<file path="src/rtl/branch_predictor_if.sv">
// -----------------------------------------------------------------------------
// branch_predictor_if
// Bundles the fetch-side lookup port, the prediction response, the BRU
// resolve/update port and the redirect response of the branch predictor.
//
//   fetch_valid / fetch_pc          : fetch presents a PC for lookup
//   pred_valid / pred_pc /
//   pred_taken / pred_target        : prediction for the previous cycle's PC
//   upd_valid / upd_pc / upd_taken /
//   upd_target / upd_pred_taken /
//   upd_pred_target                 : resolved branch from the BRU
//   redirect_valid / redirect_pc    : misprediction, restart fetch here
//
// master : the pipeline side (drives fetch and update, receives responses)
// slave  : the predictor
// -----------------------------------------------------------------------------
interface branch_predictor_if;
    logic        fetch_valid;
    logic [31:0] fetch_pc;

    logic        pred_valid;
    logic [31:0] pred_pc;
    logic        pred_taken;
    logic [31:0] pred_target;

    logic        upd_valid;
    logic [31:0] upd_pc;
    logic        upd_taken;
    logic [31:0] upd_target;
    logic        upd_pred_taken;
    logic [31:0] upd_pred_target;

    logic        redirect_valid;
    logic [31:0] redirect_pc;

    modport master (
        output fetch_valid, fetch_pc,
        output upd_valid, upd_pc, upd_taken, upd_target,
        output upd_pred_taken, upd_pred_target,
        input  pred_valid, pred_pc, pred_taken, pred_target,
        input  redirect_valid, redirect_pc
    );

    modport slave (
        input  fetch_valid, fetch_pc,
        input  upd_valid, upd_pc, upd_taken, upd_target,
        input  upd_pred_taken, upd_pred_target,
        output pred_valid, pred_pc, pred_taken, pred_target,
        output redirect_valid, redirect_pc
    );
endinterface

</file>
<file path="src/rtl/branch_predictor.sv">
// -----------------------------------------------------------------------------
// branch_predictor
// Direct-mapped BTB plus a table of 2-bit saturating direction counters.
// A fetch PC is looked up in one cycle; the registered prediction appears on
// the pred_* outputs the following cycle. Resolved branches train the tables
// and raise a same-cycle redirect when the fetch-time prediction was wrong.
//
// Ports:
//   clk : single clock, all state on rising edge
//   rst : synchronous active-high reset
//   bp  : branch_predictor_if.slave (fetch, prediction, update, redirect)
//
// Parameters:
//   BTB_ENTRIES : BTB entries (power of two, 4..1024)
//   BHT_ENTRIES : direction counters (power of two, 4..4096)
//   TAG_BITS    : BTB tag width (1..30-log2(BTB_ENTRIES))
// -----------------------------------------------------------------------------
module branch_predictor #(
    parameter int BTB_ENTRIES = 64,
    parameter int BHT_ENTRIES = 256,
    parameter int TAG_BITS    = 16
) (
    input  logic               clk,
    input  logic               rst,
    branch_predictor_if.slave  bp
);

    localparam int BTB_IDX_W = $clog2(BTB_ENTRIES);
    localparam int BHT_IDX_W = $clog2(BHT_ENTRIES);
    localparam int TAG_LO    = BTB_IDX_W + 2;

    // Next value of a 2-bit saturating direction counter.
    function automatic logic [1:0] ctr_next(input logic [1:0] ctr, input logic taken);
        logic [1:0] nxt;
        case ({taken, ctr})
            3'b1_11: nxt = 2'b11;
            3'b0_00: nxt = 2'b00;
            default: nxt = taken ? (ctr + 2'd1) : (ctr - 2'd1);
        endcase
        return nxt;
    endfunction

    // Storage. Only the valid bits and counters are reset; tag/target
    // contents are meaningless while the valid bit is clear.
    logic [BTB_ENTRIES-1:0] btb_valid_r;
    logic [TAG_BITS-1:0]    btb_tag_r    [BTB_ENTRIES];
    logic [31:0]            btb_target_r [BTB_ENTRIES];
    logic [1:0]             bht_r        [BHT_ENTRIES];

    // Lookup path
    logic [BTB_IDX_W-1:0] lk_btb_idx_s;
    logic [TAG_BITS-1:0]  lk_tag_s;
    logic [BHT_IDX_W-1:0] lk_bht_idx_s;
    logic                 lk_hit_s;
    logic                 lk_taken_s;
    logic [31:0]          lk_target_s;

    // Update path
    logic [BTB_IDX_W-1:0] up_btb_idx_s;
    logic [TAG_BITS-1:0]  up_tag_s;
    logic [BHT_IDX_W-1:0] up_bht_idx_s;
    logic                 up_en_s;
    logic [31:0]          up_correct_pc_s;
    logic                 up_mispredict_s;
    logic                 redirect_s;

    // Prediction registers
    logic        pred_valid_r;
    logic [31:0] pred_pc_r;
    logic        pred_taken_r;
    logic [31:0] pred_target_r;

    // Lookup: reads pre-update table contents, so a same-cycle update to the
    // same entry is only seen by the next cycle's lookup.
    always_comb begin
        lk_btb_idx_s = bp.fetch_pc[BTB_IDX_W+1:2];
        lk_tag_s     = bp.fetch_pc[TAG_LO+TAG_BITS-1:TAG_LO];
        lk_bht_idx_s = bp.fetch_pc[BHT_IDX_W+1:2];
        lk_hit_s     = btb_valid_r[lk_btb_idx_s] && (btb_tag_r[lk_btb_idx_s] == lk_tag_s);
        lk_taken_s   = lk_hit_s && bht_r[lk_bht_idx_s][1];
        if (lk_taken_s) begin
            lk_target_s = btb_target_r[lk_btb_idx_s];
        end else begin
            lk_target_s = bp.fetch_pc + 32'd4;
        end
    end

    // Update decode and misprediction detection (redirect is same-cycle).
    always_comb begin
        up_btb_idx_s = bp.upd_pc[BTB_IDX_W+1:2];
        up_tag_s     = bp.upd_pc[TAG_LO+TAG_BITS-1:TAG_LO];
        up_bht_idx_s = bp.upd_pc[BHT_IDX_W+1:2];
        up_en_s      = bp.upd_valid && !rst;
        if (bp.upd_taken) begin
            up_correct_pc_s = bp.upd_target;
        end else begin
            up_correct_pc_s = bp.upd_pc + 32'd4;
        end
        up_mispredict_s = (bp.upd_taken != bp.upd_pred_taken) ||
                          (bp.upd_pred_target != up_correct_pc_s);
        redirect_s      = up_en_s && up_mispredict_s;
    end

    // Direction counters: reset to weakly-not-taken, trained on every update.
    always_ff @(posedge clk) begin
        if (rst) begin
            for (int i = 0; i < BHT_ENTRIES; i++) begin
                bht_r[i] <= 2'b01;
            end
        end else if (up_en_s) begin
            bht_r[up_bht_idx_s] <= ctr_next(bht_r[up_bht_idx_s], bp.upd_taken);
        end
    end

    // BTB valid bits: only taken branches allocate.
    always_ff @(posedge clk) begin
        if (rst) begin
            btb_valid_r <= {BTB_ENTRIES{1'b0}};
        end else if (up_en_s && bp.upd_taken) begin
            btb_valid_r[up_btb_idx_s] <= 1'b1;
        end
    end

    // BTB tag/target payload: overwrite the slot on a taken update.
    always_ff @(posedge clk) begin
        if (up_en_s && bp.upd_taken) begin
            btb_tag_r[up_btb_idx_s]    <= up_tag_s;
            btb_target_r[up_btb_idx_s] <= bp.upd_target;
        end
    end

    // Prediction register: a fetch concurrent with a redirect is stale and
    // is squashed.
    always_ff @(posedge clk) begin
        if (rst) begin
            pred_valid_r  <= 1'b0;
            pred_pc_r     <= 32'd0;
            pred_taken_r  <= 1'b0;
            pred_target_r <= 32'd0;
        end else begin
            pred_valid_r  <= bp.fetch_valid && !redirect_s;
            pred_pc_r     <= bp.fetch_pc;
            pred_taken_r  <= lk_taken_s;
            pred_target_r <= lk_target_s;
        end
    end

    // pred_valid is also held low throughout the reset cycle itself.
    assign bp.pred_valid     = pred_valid_r && !rst;
    assign bp.pred_pc        = pred_pc_r;
    assign bp.pred_taken     = pred_taken_r;
    assign bp.pred_target    = pred_target_r;
    assign bp.redirect_valid = redirect_s;
    assign bp.redirect_pc    = up_correct_pc_s;

endmodule
</file>
<file path="src/flat_wrapper.sv">
// flat-port wrapper written by rule: the top's interface ports become plain ports
module branch_predictor_flat 
#(
    parameter int BTB_ENTRIES = 64,
    parameter int BHT_ENTRIES = 256,
    parameter int TAG_BITS    = 16
)
  (clk, rst, bp_fetch_valid, bp_fetch_pc, bp_upd_valid, bp_upd_pc, bp_upd_taken, bp_upd_target, bp_upd_pred_taken, bp_upd_pred_target, bp_pred_valid, bp_pred_pc, bp_pred_taken, bp_pred_target, bp_redirect_valid, bp_redirect_pc);
  branch_predictor_if bp_i ();
  input  logic clk;
  input  logic rst;
  input wire logic [$bits(bp_i.fetch_valid)-1:0] bp_fetch_valid;
  input wire logic [$bits(bp_i.fetch_pc)-1:0] bp_fetch_pc;
  input wire logic [$bits(bp_i.upd_valid)-1:0] bp_upd_valid;
  input wire logic [$bits(bp_i.upd_pc)-1:0] bp_upd_pc;
  input wire logic [$bits(bp_i.upd_taken)-1:0] bp_upd_taken;
  input wire logic [$bits(bp_i.upd_target)-1:0] bp_upd_target;
  input wire logic [$bits(bp_i.upd_pred_taken)-1:0] bp_upd_pred_taken;
  input wire logic [$bits(bp_i.upd_pred_target)-1:0] bp_upd_pred_target;
  output wire logic [$bits(bp_i.pred_valid)-1:0] bp_pred_valid;
  output wire logic [$bits(bp_i.pred_pc)-1:0] bp_pred_pc;
  output wire logic [$bits(bp_i.pred_taken)-1:0] bp_pred_taken;
  output wire logic [$bits(bp_i.pred_target)-1:0] bp_pred_target;
  output wire logic [$bits(bp_i.redirect_valid)-1:0] bp_redirect_valid;
  output wire logic [$bits(bp_i.redirect_pc)-1:0] bp_redirect_pc;
  assign bp_i.fetch_valid = bp_fetch_valid;
  assign bp_i.fetch_pc = bp_fetch_pc;
  assign bp_i.upd_valid = bp_upd_valid;
  assign bp_i.upd_pc = bp_upd_pc;
  assign bp_i.upd_taken = bp_upd_taken;
  assign bp_i.upd_target = bp_upd_target;
  assign bp_i.upd_pred_taken = bp_upd_pred_taken;
  assign bp_i.upd_pred_target = bp_upd_pred_target;
  assign bp_pred_valid = bp_i.pred_valid;
  assign bp_pred_pc = bp_i.pred_pc;
  assign bp_pred_taken = bp_i.pred_taken;
  assign bp_pred_target = bp_i.pred_target;
  assign bp_redirect_valid = bp_i.redirect_valid;
  assign bp_redirect_pc = bp_i.redirect_pc;
  branch_predictor #(.BTB_ENTRIES(BTB_ENTRIES), .BHT_ENTRIES(BHT_ENTRIES), .TAG_BITS(TAG_BITS)) u_core (.clk(clk), .rst(rst), .bp(bp_i));
endmodule
</file>
<file path="config.mk">
export PLATFORM = sky130hd
export DESIGN_NAME = branch_predictor_flat
export DESIGN_NICKNAME = d
export VERILOG_FILES = /design/src/rtl/branch_predictor_if.sv /design/src/rtl/branch_predictor.sv /design/src/flat_wrapper.sv
export SDC_FILE = /design/constraint.sdc
export NUM_CORES = 2
export LEC_CHECK = 0
export CAP_MARGIN = 20
export CORE_ASPECT_RATIO = 1.5
export CORE_UTILIZATION = 31
export CTS_CLUSTER_SIZE = 40
export DETAILED_ROUTE_END_ITERATION = 10
export GPL_ROUTABILITY_DRIVEN = 0
export GPL_TIMING_DRIVEN = 0
export HOLD_SLACK_MARGIN = 0.12
export PLACE_DENSITY = 0.5
export SLEW_MARGIN = 0
export SYNTH_ARGS = -nofsm -noshare
export SYNTH_HDL_FRONTEND = slang
export SYNTH_SLANG_ARGS = --single-unit
</file>
<file path="constraint.sdc">
create_clock -name clk -period 7.2 [get_ports clk]
set_input_delay 1.44 -clock clk [delete_from_list [all_inputs] [get_ports clk]]
set_output_delay 1.44 -clock clk [all_outputs]
set_load 0.005 [all_outputs]
</file>
# Word level (Yosys, flattened, before mapping)
# Memory sizes are Yosys's and may differ from the RTL's.
# Index checks and enable logic that the tools add are counted.
# word_totals
ff_bits,130
ramBits,3584
n_memories,3
word_cells,53
inputBits,134
# mem_list
name,depth,width,rd,rd_clocked_by_memory_dff,write_ports,line,source
u_core.btb_target_r,64,32,1,0,1,branch_predictor.sv:47,logic [31:0] btb_target_r [BTB_ENTRIES];
u_core.btb_tag_r,64,16,1,0,1,branch_predictor.sv:46,logic [TAG_BITS-1:0] btb_tag_r [BTB_ENTRIES];
u_core.bht_r,256,2,2,0,256,branch_predictor.sv:48,logic [1:0] bht_r [BHT_ENTRIES];
# classes
n_mux,20
eq_ne,4
reduce_logical,13
n_lt_le_gt_ge,3
addsub,4
bitwise_logic,1
# ops
operator,n
"32-bit by 3-bit adder with 32-bit output, second input constant",2
32-bit two-way mux,2
64-bit bitwise OR,1
32-bit inequality test,1
16-bit equality test,1
"6-bit by 7-bit less-than comparator with 1-bit output, second input constant",2
1-bit two-way mux,10
1-bit logical AND,8
2-bit two-way mux,4
8-bit two-way mux,1
1-bit binary-select mux with 6-bit select,1
1-bit demux with 6-bit select,1
"6-bit by 1-bit >= comparator with 1-bit output, second input constant",1
2-bit one-hot mux with 2 select lines,1
"3-bit equality test, second input constant",1
3-bit logical NOT,1
"2-bit by 1-bit adder with 2-bit output, second input constant",1
1-bit logical NOT,2
2-bit OR reduction,1
"2-bit by 1-bit subtractor with 2-bit output, second input constant",1
1-bit logical OR,1
1-bit inequality test,1

# Depth between registers and ports, before layout
# depth
ltp_word,7
ltp_mapped,19
ltp_nobuf,13

# Worst setup path after synthesis
# No wires, ideal clock.
# synth_path
kind,input-to-reg
start,in bp_upd_pc[2]
end,mem u_core.btb_tag_r[10][0] (enable)
path_slack_ps,1352
n_path_buf,4
required_ps,6745
arrival_ps,5392
stages,7
setup_ps,455
cell_sequence,clkbuf_1 buf_1 nor3b_1 clkbuf_1 buf_1 nand2_1 nor2_1
# synth_lines
element,line,source
"start, declared",flat_wrapper.sv:15,input wire logic [$bits(bp_i.upd_pc)-1:0] bp_upd_pc;
"end, declared",branch_predictor.sv:46,
# No word-level cell before the write port.

==> results.md <==
* FF-to-FF End: u_core.bht_r[120][0]$_SDFFCE_PN1P_
* Skew-Pair Late Insertion Delay at 970 ps
* CTS Root Cell: clkbuf_16
* CTS H-tree lvls at 5
* Hold Path Sink: u_core.btb_valid_r[46]$_SDFFE_PP0P_
* Crit path DAT at 8380 ps
* Peak VDD IR at 0.219 mV
* Relative max-transition margin at 11.4%
* Pwr Total at 0.0461 W
* Post-synth EDFFs at 3584
* Hold Crit Start: u_core.btb_valid_r[46]$_SDFFE_PP0P_
* Worst Slack Setup Final at -394 ps
* Drt total wl at 627000 um
* Layout cells sized above 1 at 25.3%
* Max frequency at 0.132 GHz
* Outcome: complete, but fails checks
* Critical path launch point type: primary input
* Syn Std Cell Area at 150000 um^2
* Ports at 233
* Layout area overhead at 19.6%
* GR Overflow Total at 0
* Setup TNS at -43790 ps
* First-pass GRT wire length at 823000 um
* Worst-Margin Slew at 1330 ps
* Die Height at 854 um
* Port-buffer cells at 222
* Final Skew at 107 ps
* Max Slew Vio Count at 0
* Final count of hold timing violations at 0
* Clock sinks at 3714
* RSZ-0062 raised after global routing: no
* Critical path endpoint category: flip-flop
* DRC at 0
* Clk slew on worst S/H paths at 60 ps
* ANT nets after route at 0
* Post-Syn Area per Cell at 19.1 um^2
* Reg2Reg Setup Slack at 1650 ps
* Leak pwr at 55.1 nW
* Min-delay worst type: flip-flop to flip-flop
* Most frequent cells in the layout: 3584 x edfxtp_1, 972 x mux4_2, 604 x nand2_1, 381 x clkbuf_1, 368 x clkbuf_16
* Worst-path fanout max at 10
* Wirelength per Cell at 40.3 um
* CTS tree: built
* Post-DR vias/cell at 5.78
* Clk buf depth at 4
* Largest net degree at the start of global routing at 71
* Synth warnings at 0
* Max-cap violations at 0
* Initial Utilization at 31.2%
* Synth unique cells at 79
* Drt first-iter violations at 13.7k
* Post-layout util at 37.3%
* Top FF cell, synth: edfxtp_1
* TritonRoute pass-1 iters at 8
* Worst R2R Start: u_core.bht_r[11][1]$_SDFFCE_PN0P_
* Crit Path Class: primary input to flip-flop
* Synthesized Nets at 7990
* Commonest non-fill, non-tap cell in the layout: edfxtp_1
* Worst reg2reg path depth at 16
* Synth Instances at 7849
* Net count, final at 8935
* Violated checks: setup timing
* Die ar. at 487000 um^2
* Num rows at 312
* Total GRT Usage at 25.3%
* Ys async rst share at 0%
* Core ar. at 481000 um^2
* Num CTS Buffers at 360
* Worst Path Required at 7990 ps
* Vias in the first global route at 89.4k
* #FFs+latches synth at 3714
* Die width at 570 um
* Vias after detailed routing at 90.0k
* Final Setup Violations at 256
* Antenna violations before repair at 62
* PwrDens at 257 nW/um^2
* Hold_buf cts at 0
* Hold path depth at 1
* Final Critical Period at 7590 ps
* Sequential area share after synthesis at 73.5%
* Part of the cycle the worst path needs at 105%
* Detail Placement HPWL at 450000 um
power by group:
group	internal, W	switching [W]	total (W)
clock	0.0104	0.00845	0.0188
sequential	0.0238	0.0000578	0.0238
combinational	0.00114	0.00233	0.00348
total	0.0353	0.0108	0.0461
sequential cells by signal, indices dropped and copies added, names as in the netlist:
signal / count
u_core.btb_target_r: 2048
u_core.btb_tag_r: 1024
u_core.bht_r: 512
u_core.btb_valid_r: 64
u_core.bp.pred_pc: 32
u_core.bp.pred_target: 32
u_core.bp.pred_taken: 1
u_core.pred_valid_r: 1
cells in the mapped netlist (all sizes together) (5+ instances only):
master,number,area (um^2)
or3,17,106
and2,26,163
a221oi,57,499
a21o,5,37.5
inv,18,67.6
edfxtp,3584,108000
nor2b,46,288
mux2,35,394
xor2,36,315
a31oi,27,169
buf,242,1370
o311ai,5,43.8
clkbuf,354,1330
mux4,972,21900
xnor2,67,587
and3,29,181
nand3,88,440
a21oi,52,264
dfxtp,130,2600
or2,8,50.1
or4,25,188
nand2b,22,138
o2111ai,8,70.1
ha,5,62.6
nor2,426,1600
a2111oi,7,61.3
and4,6,52.6
o31ai,119,893
o21ai,145,726
a22o,31,272
o21a,65,488
nor3,42,215
nand4,40,250
nor4,21,131
o41ai,5,51.3
o221ai,5,43.8
nand2,605,2270
a41oi,10,87.6
a22oi,200,1500
mux2i,167,1670
o22ai,16,100
a31o,5,43.8
o211ai,16,120
worst max-delay path, cell delays in order:
cell      delay, ps
clkbuf_2        240
clkbuf_2        300
nor3b_2         590
clkbuf_2        430
buf_8           210
clkbuf_1        520
buf_8           290
clkbuf_1        570
buf_8           260
a221oi_1        100
a31oi_1         230
a21oi_1          80
a41oi_1         630
mux2i_2         230
fa_1            590
inv_1           370
clkbuf_4        550
nor2_1          250
clkbuf_1        280
nand2_1         150
stage by stage:
step           hold WS, ps  setup WS [ps]  instance area (um^2)  instances
2_1_floorplan          435           1350                150000       7849
3_3_place_gp           441          -9720                160000      14508
3_5_place_dp           448          -3080                167000      14855
4_1_cts                461           -177                179000      15504
5_1_grt                476           3.07                179000      15529
6_report               461           -394                179000      15570
per-layer routing:
metal	vias up	track usage, %	part of all wire [%]
li1	34055	-	-
met1	47675	28.4	34
met2	6216	41.5	47
met3	2073	6.72	9.7
met4	18	18.5	9.0
met5	-	0.642	0.091
cells by family after synthesis:
group,after synthesis,synth area share (%)
compound gates,816,3.88
xor+xnor,104,0.616
flops,3714,73.5
mux,1174,16.0
fa+ha+maj,7,0.0684
buf+inv,615,1.85
simple gates,1419,4.15
area by class of cell:
| class | count | area, um^2 |
|---|---|---|
| antenna | 47 | 118 |
| buffer | 586 | 2810 |
| clock buffer | 456 | 9630 |
| clock inverter | 198 | 1670 |
| fill | 44089 | 302000 |
| inverter | 19 | 82.6 |
| multi-input combinational | 3520 | 37900 |
| sequential | 3714 | 110000 |
| tap | 6437 | 8050 |
| timing repair buffer | 593 | 8940 |
timing repair:
item | in CTS | in global routing
pin swaps | 3 | 5
setup buffers | 2 | 4
resized for setup | 92 | 69
endpoints found under the setup margin | 593 | 371
how the worst max path moves through the flow:
stage / start / end / slack [ps] / cells after the start
finish: bp_upd_pc[3] / u_core.bht_r[120][0]$_SDFFCE_PN1P_ / -390 / 20
global route: bp_upd_target[29] / bp_redirect_valid / 3 / 14
CTS: bp_upd_pc[3] / bp_redirect_valid / -180 / 14
detailed placement: bp_upd_pc[2] / u_core.bht_r[227][0]$_SDFFCE_PN1P_ / -3080 / 19
global placement: bp_upd_pc[2] / u_core.btb_target_r[34][13]$_DFFE_PP_ / -9720 / 8
floorplan: bp_upd_pc[2] / u_core.btb_tag_r[10][0]$_DFFE_PP_ / 1350 / 7
No activity file was read; power rests on OpenSTA's default activity.
